===== src/rtl/ram_sp_init_pkg.sv =====
// Shared definitions for the initialising single-port RAM: controller states
// and read-during-write mode selectors.
package ram_pkg;

  typedef enum logic {
    ST_INIT = 1'b0,
    ST_IDLE = 1'b1
  } state_t;

  localparam int RDW_OLD = 0;
  localparam int RDW_NEW = 1;

endpackage


===== src/rtl/ram_sp_init_if.sv =====
// User-side access bundle for ram_sp_init: request signals from the master,
// read data, read strobe and busy flag back from the RAM.
interface ram_sp_init_if #(
  parameter int DATA_W = 8,
  parameter int ADDR_W = 5
);

  logic              clear;
  logic              we;
  logic              re;
  logic [ADDR_W-1:0] addr;
  logic [DATA_W-1:0] wdata;
  logic [DATA_W-1:0] rdata;
  logic              rvalid;
  logic              busy;

  modport master (
    output clear, we, re, addr, wdata,
    input  rdata, rvalid, busy
  );

  modport slave (
    input  clear, we, re, addr, wdata,
    output rdata, rvalid, busy
  );

endinterface


===== src/rtl/ram_sp_init_array.sv =====
// Plain storage array: one synchronous write port and an unregistered read
// port; the owner registers the read result.
module ram_array #(
  parameter int DATA_W = 8,
  parameter int ADDR_W = 5
) (
  input  logic              clk,
  input  logic              we,
  input  logic [ADDR_W-1:0] waddr,
  input  logic [DATA_W-1:0] wdata,
  input  logic [ADDR_W-1:0] raddr,
  output logic [DATA_W-1:0] rdata_comb
);

  logic [DATA_W-1:0] mem_q [2**ADDR_W];

  always_ff @(posedge clk) begin
    if (we) begin
      mem_q[waddr] <= wdata;
    end
  end

  // Sampled on the same edge as a write, this returns the pre-write word.
  assign rdata_comb = mem_q[raddr];

endmodule


===== src/rtl/ram_sp_init.sv =====
// Single-port RAM with registered read, a hardware fill sweep after reset or
// on clear, a busy flag while sweeping, and a one-cycle read-valid strobe.
module ram_sp_init
  import ram_pkg::state_t, ram_pkg::ST_INIT, ram_pkg::ST_IDLE;
#(
  parameter int                DATA_W   = 8,
  parameter int                ADDR_W   = 5,
  parameter int                RDW_NEW  = ram_pkg::RDW_OLD,
  parameter logic [DATA_W-1:0] INIT_VAL = '0
) (
  input  logic          clk,
  input  logic          reset,
  ram_sp_init_if.slave  bus
);

  localparam int                DEPTH = 2**ADDR_W;
  localparam logic [ADDR_W-1:0] LAST  = ADDR_W'(DEPTH - 1);

  state_t            state_q, state_d;
  logic [ADDR_W-1:0] ptr_q, ptr_d;
  logic [DATA_W-1:0] rdata_q, rdata_d;
  logic              rvalid_q, rvalid_d;

  logic              mem_we;
  logic [ADDR_W-1:0] mem_waddr;
  logic [DATA_W-1:0] mem_wdata;
  logic [DATA_W-1:0] rdata_comb;

  ram_array #(
    .DATA_W (DATA_W),
    .ADDR_W (ADDR_W)
  ) u_array (
    .clk        (clk),
    .we         (mem_we),
    .waddr      (mem_waddr),
    .wdata      (mem_wdata),
    .raddr      (bus.addr),
    .rdata_comb (rdata_comb)
  );

  always_comb begin
    state_d   = state_q;
    ptr_d     = ptr_q;
    rdata_d   = rdata_q;
    rvalid_d  = 1'b0;
    mem_we    = 1'b0;
    mem_waddr = bus.addr;
    mem_wdata = bus.wdata;

    case (state_q)
      ST_INIT: begin
        mem_we    = 1'b1;
        mem_waddr = ptr_q;
        mem_wdata = INIT_VAL;
        // The pointer parks on the last word rather than wrapping.
        if (ptr_q == LAST) begin
          state_d = ST_IDLE;
        end else begin
          ptr_d = ptr_q + 1'b1;
        end
      end
      ST_IDLE: begin
        if (bus.clear) begin
          state_d = ST_INIT;
          ptr_d   = '0;
        end else begin
          mem_we = bus.we;
          if (bus.re) begin
            rvalid_d = 1'b1;
            // Single port: a simultaneous write always targets the read address.
            rdata_d  = (RDW_NEW == ram_pkg::RDW_NEW && bus.we) ? bus.wdata : rdata_comb;
          end
        end
      end
    endcase

    // A reset edge restarts the sweep but leaves the array untouched.
    if (reset) begin
      mem_we = 1'b0;
    end
  end

  always_ff @(posedge clk) begin
    if (reset) begin
      state_q  <= ST_INIT;
      ptr_q    <= '0;
      rdata_q  <= '0;
      rvalid_q <= 1'b0;
    end else begin
      state_q  <= state_d;
      ptr_q    <= ptr_d;
      rdata_q  <= rdata_d;
      rvalid_q <= rvalid_d;
    end
  end

  assign bus.rdata  = rdata_q;
  assign bus.rvalid = rvalid_q;
  assign bus.busy   = (state_q == ST_INIT);

endmodule

===== src/flat_wrapper.sv =====
// flat-port wrapper written by rule: the top's interface ports become plain ports
module ram_sp_init_flat import ram_pkg::state_t, ram_pkg::ST_INIT, ram_pkg::ST_IDLE;
#(
  parameter int                DATA_W   = 8,
  parameter int                ADDR_W   = 5,
  parameter int                RDW_NEW  = ram_pkg::RDW_OLD,
  parameter logic [DATA_W-1:0] INIT_VAL = '0
)
  (clk, reset, bus_clear, bus_we, bus_re, bus_addr, bus_wdata, bus_rdata, bus_rvalid, bus_busy);
  ram_sp_init_if #(.DATA_W(DATA_W), .ADDR_W(ADDR_W)) bus_i ();
  input  logic clk;
  input  logic reset;
  input wire logic [$bits(bus_i.clear)-1:0] bus_clear;
  input wire logic [$bits(bus_i.we)-1:0] bus_we;
  input wire logic [$bits(bus_i.re)-1:0] bus_re;
  input wire logic [$bits(bus_i.addr)-1:0] bus_addr;
  input wire logic [$bits(bus_i.wdata)-1:0] bus_wdata;
  output wire logic [$bits(bus_i.rdata)-1:0] bus_rdata;
  output wire logic [$bits(bus_i.rvalid)-1:0] bus_rvalid;
  output wire logic [$bits(bus_i.busy)-1:0] bus_busy;
  assign bus_i.clear = bus_clear;
  assign bus_i.we = bus_we;
  assign bus_i.re = bus_re;
  assign bus_i.addr = bus_addr;
  assign bus_i.wdata = bus_wdata;
  assign bus_rdata = bus_i.rdata;
  assign bus_rvalid = bus_i.rvalid;
  assign bus_busy = bus_i.busy;
  ram_sp_init #(.DATA_W(DATA_W), .ADDR_W(ADDR_W), .RDW_NEW(RDW_NEW), .INIT_VAL(INIT_VAL)) u_core (.clk(clk), .reset(reset), .bus(bus_i));
endmodule

===== config.mk =====
export PLATFORM = sky130hd
export DESIGN_NAME = ram_sp_init_flat
export DESIGN_NICKNAME = d
export VERILOG_FILES = /design/src/rtl/ram_sp_init_pkg.sv /design/src/rtl/ram_sp_init_if.sv /design/src/rtl/ram_sp_init_array.sv /design/src/rtl/ram_sp_init.sv /design/src/flat_wrapper.sv
export SDC_FILE = /design/constraint.sdc
export NUM_CORES = 1
export LEC_CHECK = 0
export CAP_MARGIN = 20
export CORE_ASPECT_RATIO = 1.25
export CORE_MARGIN = 8
export CORE_UTILIZATION = 60
export DETAILED_ROUTE_END_ITERATION = 8
export GPL_ROUTABILITY_DRIVEN = 0
export PLACE_DENSITY = 0.82
export SYNTH_ARGS = -nofsm -noshare
export SYNTH_HDL_FRONTEND = slang
export SYNTH_SLANG_ARGS = --single-unit

===== constraint.sdc =====
create_clock -name clk -period 5.61 [get_ports clk]
set_input_delay 0.8415 -clock clk [delete_from_list [all_inputs] [get_ports clk]]
set_output_delay 0.8415 -clock clk [all_outputs]
set_load 0.01 [all_outputs]

### After elaboration in Yosys (flattened, before gate mapping)

Memory sizes are Yosys's and may differ from the RTL's. A register that Yosys moved wholly into a read port is not among the register bits.
Index checks and enable logic that the tools add are counted.

* memories kept: 1
* memory bits (writable): 256
* output and inout port bits: 10
* word-level logic and storage cells: 27
* input port bits: 18
* register bits: 7

Memories
* u_core.u_array.mem_q: words 32, bits a word 8, read ports 1, clocked after Yosys merged registers in 1, wr ports 1, line ram_sp_init_array.sv:15 `logic [DATA_W-1:0] mem_q [2**ADDR_W];`

* reductions and logical operators: 3
* muxes and demuxes: 14
* eq/ne operators: 3
* bitwise operators: 2
* add/subtract/negate cells: 1

Operator list (number)
* 2-to-1 mux 5 bit: 3
* one-hot mux 5 bit (2 select lines): 1
* 2-to-1 mux 8 bit: 1
* 2-to-1 mux 1 bit: 7
* adder 5 x 1 -> 5 bit, second input constant: 1
* equality test 5 bit, second input constant: 1
* != test 2 bit, second input constant: 2
* one-hot mux 1 bit (2 select lines): 2
* AND reduction 3 bit: 1
* OR reduction 3 bit: 1
* NOT 1 bit: 2
* AND reduction 2 bit: 1

### Logic depth before layout (Yosys ltp)

Gate-level depths: netlist of the first run.

* depth after elaboration: 5
* mapped depth: 8
* mapped depth without buffers: 8

### Modules after synthesis

From an unflattened synthesis of the first run, not the netlist that was laid out.

* cell total of the unflattened synthesis: 501
* area, all modules: 10644.0 µm²

Modules (own cells, without submodules)
* ram_array: instances 1, seq. area each 7687.4 µm², area an instance 9893.2 µm², cells an instance 409
* ram_sp_init: instances 1, seq. area each 300.3 µm², area an instance 750.7 µm², cells an instance 92

### Worst setup path before layout of the first run

No wires, ideal clock.

* path kind: input -> register
* start: input port bus_addr[0]
* end: memory u_core.u_array.mem_q[0][0], enable pin
* data required time: 5.240 ns
* buffers on the path: 3
* path slack: 2.990 ns
* stages on the path: 8
* data arrival time: 2.250 ns
* library setup time: 0.370 ns
* cell sequence: buf_4 -> buf_12 -> buf_4 -> nor3b_1 -> a21oi_1 -> nor2_1 -> nand2_1 -> nor2_1

* cells in the longest elaborated chain, start to end: 1

Ends and longest elaborated chain
* start: declaration: line flat_wrapper.sv:16 `input wire logic [$bits(bus_i.addr)-1:0] bus_addr;`
* 2-to-1 mux 5 bit: line ram_sp_init.sv:50 `case (state_q)`
* end: declaration: line ram_sp_init_array.sv:15

No other way between the ends.

==> results of run 1 <==
## worst register-to-register path: cells and delay by family, from the launching register on
kind / cells / cell delay [ns]
flops: 1 / 0.80
simple gates: 2 / 0.86
compound gates: 1 / 0.30
buf+inv: 1 / 0.36
## per-layer routing
| layer | vias to the layer above | share of wire (%) | GRT usage, % |
|---|---|---|---|
| li1 | 2666 | - | - |
| met1 | 3048 | 37 | 27.3 |
| met2 | 399 | 49 | 33.4 |
| met3 | 77 | 9.5 | 3.76 |
| met4 | 0 | 4.2 | 9.14 |
| met5 | - | 0 | 0 |
## area by class of cell
type	count	area, µm²
inverters	3	11.3
repair buffers	41	432
well taps	228	285
fillers	1105	5830
flip-flops and latches	271	7990
clock inverters	10	78.8
multi-input cells	353	2670
clock buffers	34	669
## state kept, by name, indices dropped and copies added, names as in the netlist
signal and count:
u_core.ptr_q 5, u_core.state_q 1, u_core.bus.rvalid 1, u_core.u_array.mem_q 256, u_core.bus.rdata 8
## worst max-delay path by stage
stage | from | end | depth (start not counted)
2_1_floorplan | bus_addr[0] | u_core.u_array.mem_q[0][0]$_DFFE_PP_ | 8
3_3_place_gp | bus_addr[0] | u_core.bus.rdata[1]$_SDFFE_PP0P_ | 7
3_5_place_dp | bus_addr[0] | u_core.bus.rdata[1]$_SDFFE_PP0P_ | 7
4_1_cts | bus_addr[0] | u_core.bus.rdata[0]$_SDFFE_PP0P_ | 7
5_1_grt | bus_addr[0] | u_core.bus.rdata[7]$_SDFFE_PP0P_ | 7
6_report | bus_addr[0] | u_core.bus.rdata[7]$_SDFFE_PP0P_ | 7
## stage by stage
step                std cells  cell area [µm²]  power [mW]  setup WS, ns  hold slack [ns]
global placement          892            11300        2.41          1.91            0.545
floorplan                 666            10900        2.37          2.99            0.503
detailed placement        893            11300        2.42          1.79            0.555
global route              940            12100        4.04          2.11            0.598
CTS                       937            12100        3.95          2.30            0.574
finish                    940            12100        3.95          2.22            0.583
## placed cells by master, fill, tap and decap left out, drive strengths merged
| cell type | synthesis | final |
|---|---|---|
| nor3b | 1 | 1 |
| nand3 | 1 | 1 |
| or2 | 1 | 1 |
| nor3 | 2 | 2 |
| nor2b | 2 | 2 |
| bufinv | 0 | 1 |
| mux2i | 130 | 130 |
| clkinv | 0 | 7 |
| nand4b | 1 | 1 |
| o21ai | 5 | 5 |
| a21o | 1 | 1 |
| a211oi | 8 | 8 |
| buf | 14 | 15 |
| nand2 | 16 | 16 |
| nand4 | 1 | 1 |
| clkinvlp | 0 | 1 |
| nand2b | 3 | 3 |
| mux2 | 2 | 2 |
| a22oi | 66 | 66 |
| inv | 3 | 4 |
| edfxtp | 256 | 256 |
| a21oi | 37 | 37 |
| nor2 | 50 | 50 |
| and3 | 1 | 1 |
| ha | 3 | 3 |
| nand3b | 2 | 2 |
| clkdlybuf4s50 | 0 | 26 |
| and2 | 9 | 9 |
| or4 | 8 | 8 |
| dfxtp | 15 | 15 |
| clkbuf | 25 | 34 |
| a311oi | 2 | 2 |
| or3 | 1 | 1 |
## power groups by stage
| stage | clock network [mW] | logic, mW | registers, mW |
|---|---|---|---|
| global route | 1.65 | 0.190 | 2.20 |
| global placement | 0 | 0.170 | 2.24 |
| finish | 1.57 | 0.182 | 2.20 |
| detailed placement | 0 | 0.176 | 2.24 |
| CTS | 1.58 | 0.177 | 2.20 |
| floorplan | 0 | 0.128 | 2.24 |
## cell families (layout without fill, tap and decap cells)
| kind of cell | after synthesis | after routing | share of synthesized area (%) |
|---|---|---|---|
| buffers and inverters | 42 | 88 | 2.51 |
| AOI/OAI and AO/OA | 119 | 119 | 7.61 |
| and+or+nand+nor | 99 | 99 | 4.27 |
| DFF | 271 | 271 | 73.1 |
| adders and majority gates | 3 | 3 | 0.344 |
| muxes | 132 | 132 | 12.1 |
==> flow_summary.yaml, run 1 <==
power_and_ir_drop:
  p_sw_uw: 811
  internal_power_mw: 3.14
  power_frac_seq_pct: 55.6
  p_leak_nw: 4.43
  p_sw_share_pct: 20.5
  p_per_area_nw_per_um2: 326
  pwr-share-clk_pct: 39.8
  vdd_drop_max_mv: 0.288
  combPwrFrac_pct: 4.6
grt:
  grtUsageTotal_pct: 20.9
  first_global_vias: 6036
  antenna_found_initial: 0
  grt_pass1_wl_um: 35900
  gr-total-overflow: 0
  grt_max_degree: 94
cts:
  cts_hold_buf: 0
  cts_sinks: 271
  clock_latency_ns: 0.52
  cts_buffer_depth: 3
  cts_resized: 0
  clock-root-buffer: "clkbuf_16"
  clk_pin_slew_ns: 0.06
  htreeDepth: 1
  cts_setup_buffers: 0
  cts_buffers: 24
  cts_tree: "built"
logic_synthesis:
  ys_seq_area_share_pct: 73.1
  synth_nets: 687
  post-synth-top-count-cell: "edfxtp_1"
  syn_inst: 666
  yosysTopAreaCellShare_pct: 70.4
  synth_edf_count: 256
  synthTopCellsByArea: "edfxtp_1 70%, mux2i_1 12%, a22oi_1 4.5%"
  yosys_warnings: 0
  syn_area_per_cell_um2: 16.4
  netlist.top_cell.by_area: "edfxtp_1"
  syn-cell-area_um2: 10900
  synthTopCellsByCount: "256 x edfxtp_1, 130 x mux2i_1, 66 x a22oi_1"
  synthFlopType: "edfxtp_1"
  synth_cell_types: 35
  async_flop_share_pct: 0
  synth_seq_cells: 271
critical_path:
  setup.worst_path.start_class: "input port"
  crit_fanout: 93
  slowest_stage: "buf_6"
  crit_type: "input port to register"
  reg2reg_depth: 4
  end_kind: "register"
  worstPathArrival_ns: 3.80
  cp.buffers_inverters: 2
  r2r_end: "u_core.u_array.mem_q[17][5]$_DFFE_PP_"
  cp_top_family: "buffers and inverters"
  crit-reg2reg-launch: "u_core.state_q$_SDFF_PP0_"
  worst-r2r-setup-slack_ns: 2.92
  crit_required_ns: 6.02
  crit_chain: "buf_6 > buf_4 > mux2i_1 > a22oi_1 > a21oi_1 > or4_1 > a211oi_2"
  cpPeakStageDelay_ns: 0.78
routing:
  drc: 0
  viasPerCell: 6.59
  postRouteAntennaNets: 0
  initialDrtViolationCount: 800
  routed_wl_um: 24200
  detail_route.wl_per_cell_um: 25.7
  route.vias.total: 6190
  drt-pass1-iter-count: 5
placement:
  hpwl_um: 14700
  port_buffers: 27
final_layout:
  diodes: 0
  syn_to_final_growth_pct: 11.1
  fin_util_pct: 67.5
  drive_gt1_share_pct: 8.57
  final_net_count: 715
die:
  fp.dieArea_um2: 22800
  core_um2: 18000
  die_w_um: 137
  die-height_um: 167
  start_util_pct: 60.8
  rows: 55
  ios: 28
worst_hold_path:
  whs_endpoint: "u_core.bus.rdata[4]$_SDFFE_PP0P_"
  hp-class: "register to register"
  min-delay-start: "u_core.bus.rdata[4]$_SDFFE_PP0P_"
  whs_path_depth: 2
sta:
  setup_viol: 0
  drv_slew: 0
  rsz0062_at_grt: "no"
  hold_viol: 0
  clock_skew_ns: 0.0159
  fin_crit_sh_pct: 60.5
  timing.setup.tns_ns: 0
  worst_pin_slew_ns: 1.13
  fin_crit_ns: 3.39
  slew_headroom_pct: 25.0
  clock.fmax_mhz: 295
outcome:
  status: "finished, final reports clean"
job:
  max_cap_viol_count: 0
No activity file was read; power rests on OpenSTA's default activity.
==> inputs of run 2 (changes only) <==
CORE_UTILIZATION = 55   (was 60)
PLACE_DENSITY = 0.79   (was 0.82)
clock period = 3.1 ns   (was 5.61 ns; I/O delays follow)
==> flow_summary.yaml, run 2 (synthesis results as in run 1) <==
critical_path:
  end_kind: "output pin"
  r2r_end: "u_core.u_array.mem_q[20][7]$_DFFE_PP_"
  worstPathArrival_ns: 2.21
  slowest_stage: "dfxtp_1"
  worst-r2r-setup-slack_ns: 0.61
  setup.worst_path.start_class: "register"
  crit-reg2reg-launch: "u_core.state_q$_SDFF_PP0_"
  cpPeakStageDelay_ns: 0.78
  crit_chain: "inv_1 > clkdlybuf4s50_1"
  crit_type: "register to output pin"
  reg2reg_depth: 4
  crit_required_ns: 2.63
  crit_fanout: 23
final_layout:
  largest_reg_flops: 256
  layout_common_cells: "256 x edfxtp_1, 130 x mux2i_1, 66 x a22oi_1"
  largest_register: "u_core.u_array.mem_q"
  final_net_count: 761
  syn_to_final_growth_pct: 14.5
  fin_util_pct: 64.2
  drive_gt1_share_pct: 14.1
  design_area_um2: 12500
  final_common_cell: "edfxtp_1"
routing:
  drc: 0
  postRouteAntennaNets: 0
  drt-pass1-iter-count: 6
  detail_route.wl_per_cell_um: 23.7
  viasPerCell: 6.15
  route.vias.total: 6288
  routed_wl_um: 24300
  initialDrtViolationCount: 670
grt:
  grt.met2_usage_pct: 33.1
  grtUsageTotal_pct: 19.7
  grt_max_degree: 44
  first_global_vias: 6381
  grt_pass1_wl_um: 37200
  top_usage_layer: "met2"
  use_met1_pct: 24.7
  grt.met3_usage_pct: 2.89
  gr-total-overflow: 0
  antenna_found_initial: 1
cts:
  htreeDepth: 1
  cts_resized: 0
  cts_sinks: 271
  cts_tree: "built"
  cts_hold_buf: 0
  cts_setup_buffers: 0
  clock_latency_ns: 0.51
  clk_pin_slew_ns: 0.06
  cts_buffer_depth: 3
  cts_buffers: 24
  clock-root-buffer: "clkbuf_16"
sta:
  fin_crit_sh_pct: 86.3
  clock_skew_ns: 0.00920
  rsz0062_at_grt: "no"
  slew_headroom_pct: 52.1
  hold_viol: 0
  setup_viol: 0
  fin_crit_ns: 2.67
  clock.fmax_mhz: 374
  worst_pin_slew_ns: 0.717
  timing.setup.tns_ns: 0
  drv_slew: 0
job:
  max_cap_viol_count: 0
die:
  start_util_pct: 56.1
  core_um2: 19500
  ios: 28
  die_w_um: 142
  fp.dieArea_um2: 24600
  die-height_um: 174
  rows: 57
power_and_ir_drop:
  totalPowerFinal_mw: 7.11
  p_leak_nw: 4.67
  vdd_drop_max_mv: 0.535
  p_sw_mw: 1.45
  p_sw_share_pct: 20.3
  power_frac_seq_pct: 55.9
  internal_power_mw: 5.66
  combPwrFrac_pct: 4.9
  p_per_area_nw_per_um2: 569
  pwr-share-clk_pct: 39.2
worst_hold_path:
  whs_endpoint: "u_core.bus.rvalid$_SDFF_PP0_"
  whs_path_depth: 3
  min-delay-start: "bus_re"
  hp-class: "input port to register"
placement:
  place_area_um2: 11800
  hpwl_um: 15800
  port_buffers: 27
outcome:
  status: "finished, final reports clean"
-- run 2: cell count changes in the layout (fill, tap and decap cells not counted), sizes merged --
cell,delta
clkinvlp,-1
buf,+46
clkbuf,-5
clkinv,+5
diode,+1
-- run 2: critical path: cells and delay by family, from the launching register on --
family	cells	cell delay, ns
flip-flops	1	0.78
buffers and inverters	2	0.92
-- run 2: final cells by class --
class	instances	area, µm²
multi-input cells	353	2670
inverters	3	11.3
fillers	1319	6970
clock inverters	14	90.1
diodes	1	2.50
clock buffers	29	641
well taps	265	332
repair buffers	87	772
flip-flops and latches	271	7990
-- run 2: worst max-delay path by stage --
stage                              start                                    to  slack (ns)  cells past startpoint
2_1_floorplan                bus_addr[0]  u_core.u_array.mem_q[0][0]$_DFFE_PP_        0.86                      8
3_3_place_gp                 bus_addr[1]      u_core.bus.rdata[3]$_SDFFE_PP0P_        0.42                      7
3_5_place_dp                 bus_addr[1]      u_core.bus.rdata[4]$_SDFFE_PP0P_        0.33                      7
4_1_cts        u_core.state_q$_SDFF_PP0_                              bus_busy        0.43                      2
5_1_grt        u_core.state_q$_SDFF_PP0_                              bus_busy        0.26                      2
6_report       u_core.state_q$_SDFF_PP0_                              bus_busy        0.43                      2
-- run 2: power by group through the flow --
stage | combinational (mW) | clock [mW] | sequential, mW
after detailed placement | 0.340 | 0 | 4.05
after floorplan | 0.232 | 0 | 4.05
after global routing | 0.366 | 2.95 | 3.97
after CTS | 0.342 | 2.80 | 3.97
after global placement | 0.331 | 0 | 4.05
final | 0.346 | 2.79 | 3.97
-- run 2: through the flow --
stage | hold slack, ns | setup slack, ns | instances
floorplan | 0.503 | 0.857 | 666
global placement | 0.537 | 0.421 | 979
detailed placement | 0.559 | 0.331 | 979
CTS | 0.505 | 0.427 | 1022
global route | 0.520 | 0.261 | 1023
finish | 0.518 | 0.426 | 1023
-- run 2: layer usage --
layer / vias to the layer above / part of all wire, % / wire (µm)
li1: 2759 / - / -
met1: 3143 / 38 / 9320
met2: 325 / 50 / 12200
met3: 61 / 7.6 / 1860
met4: 0 / 3.8 / 926
met5: - / 0 / 0
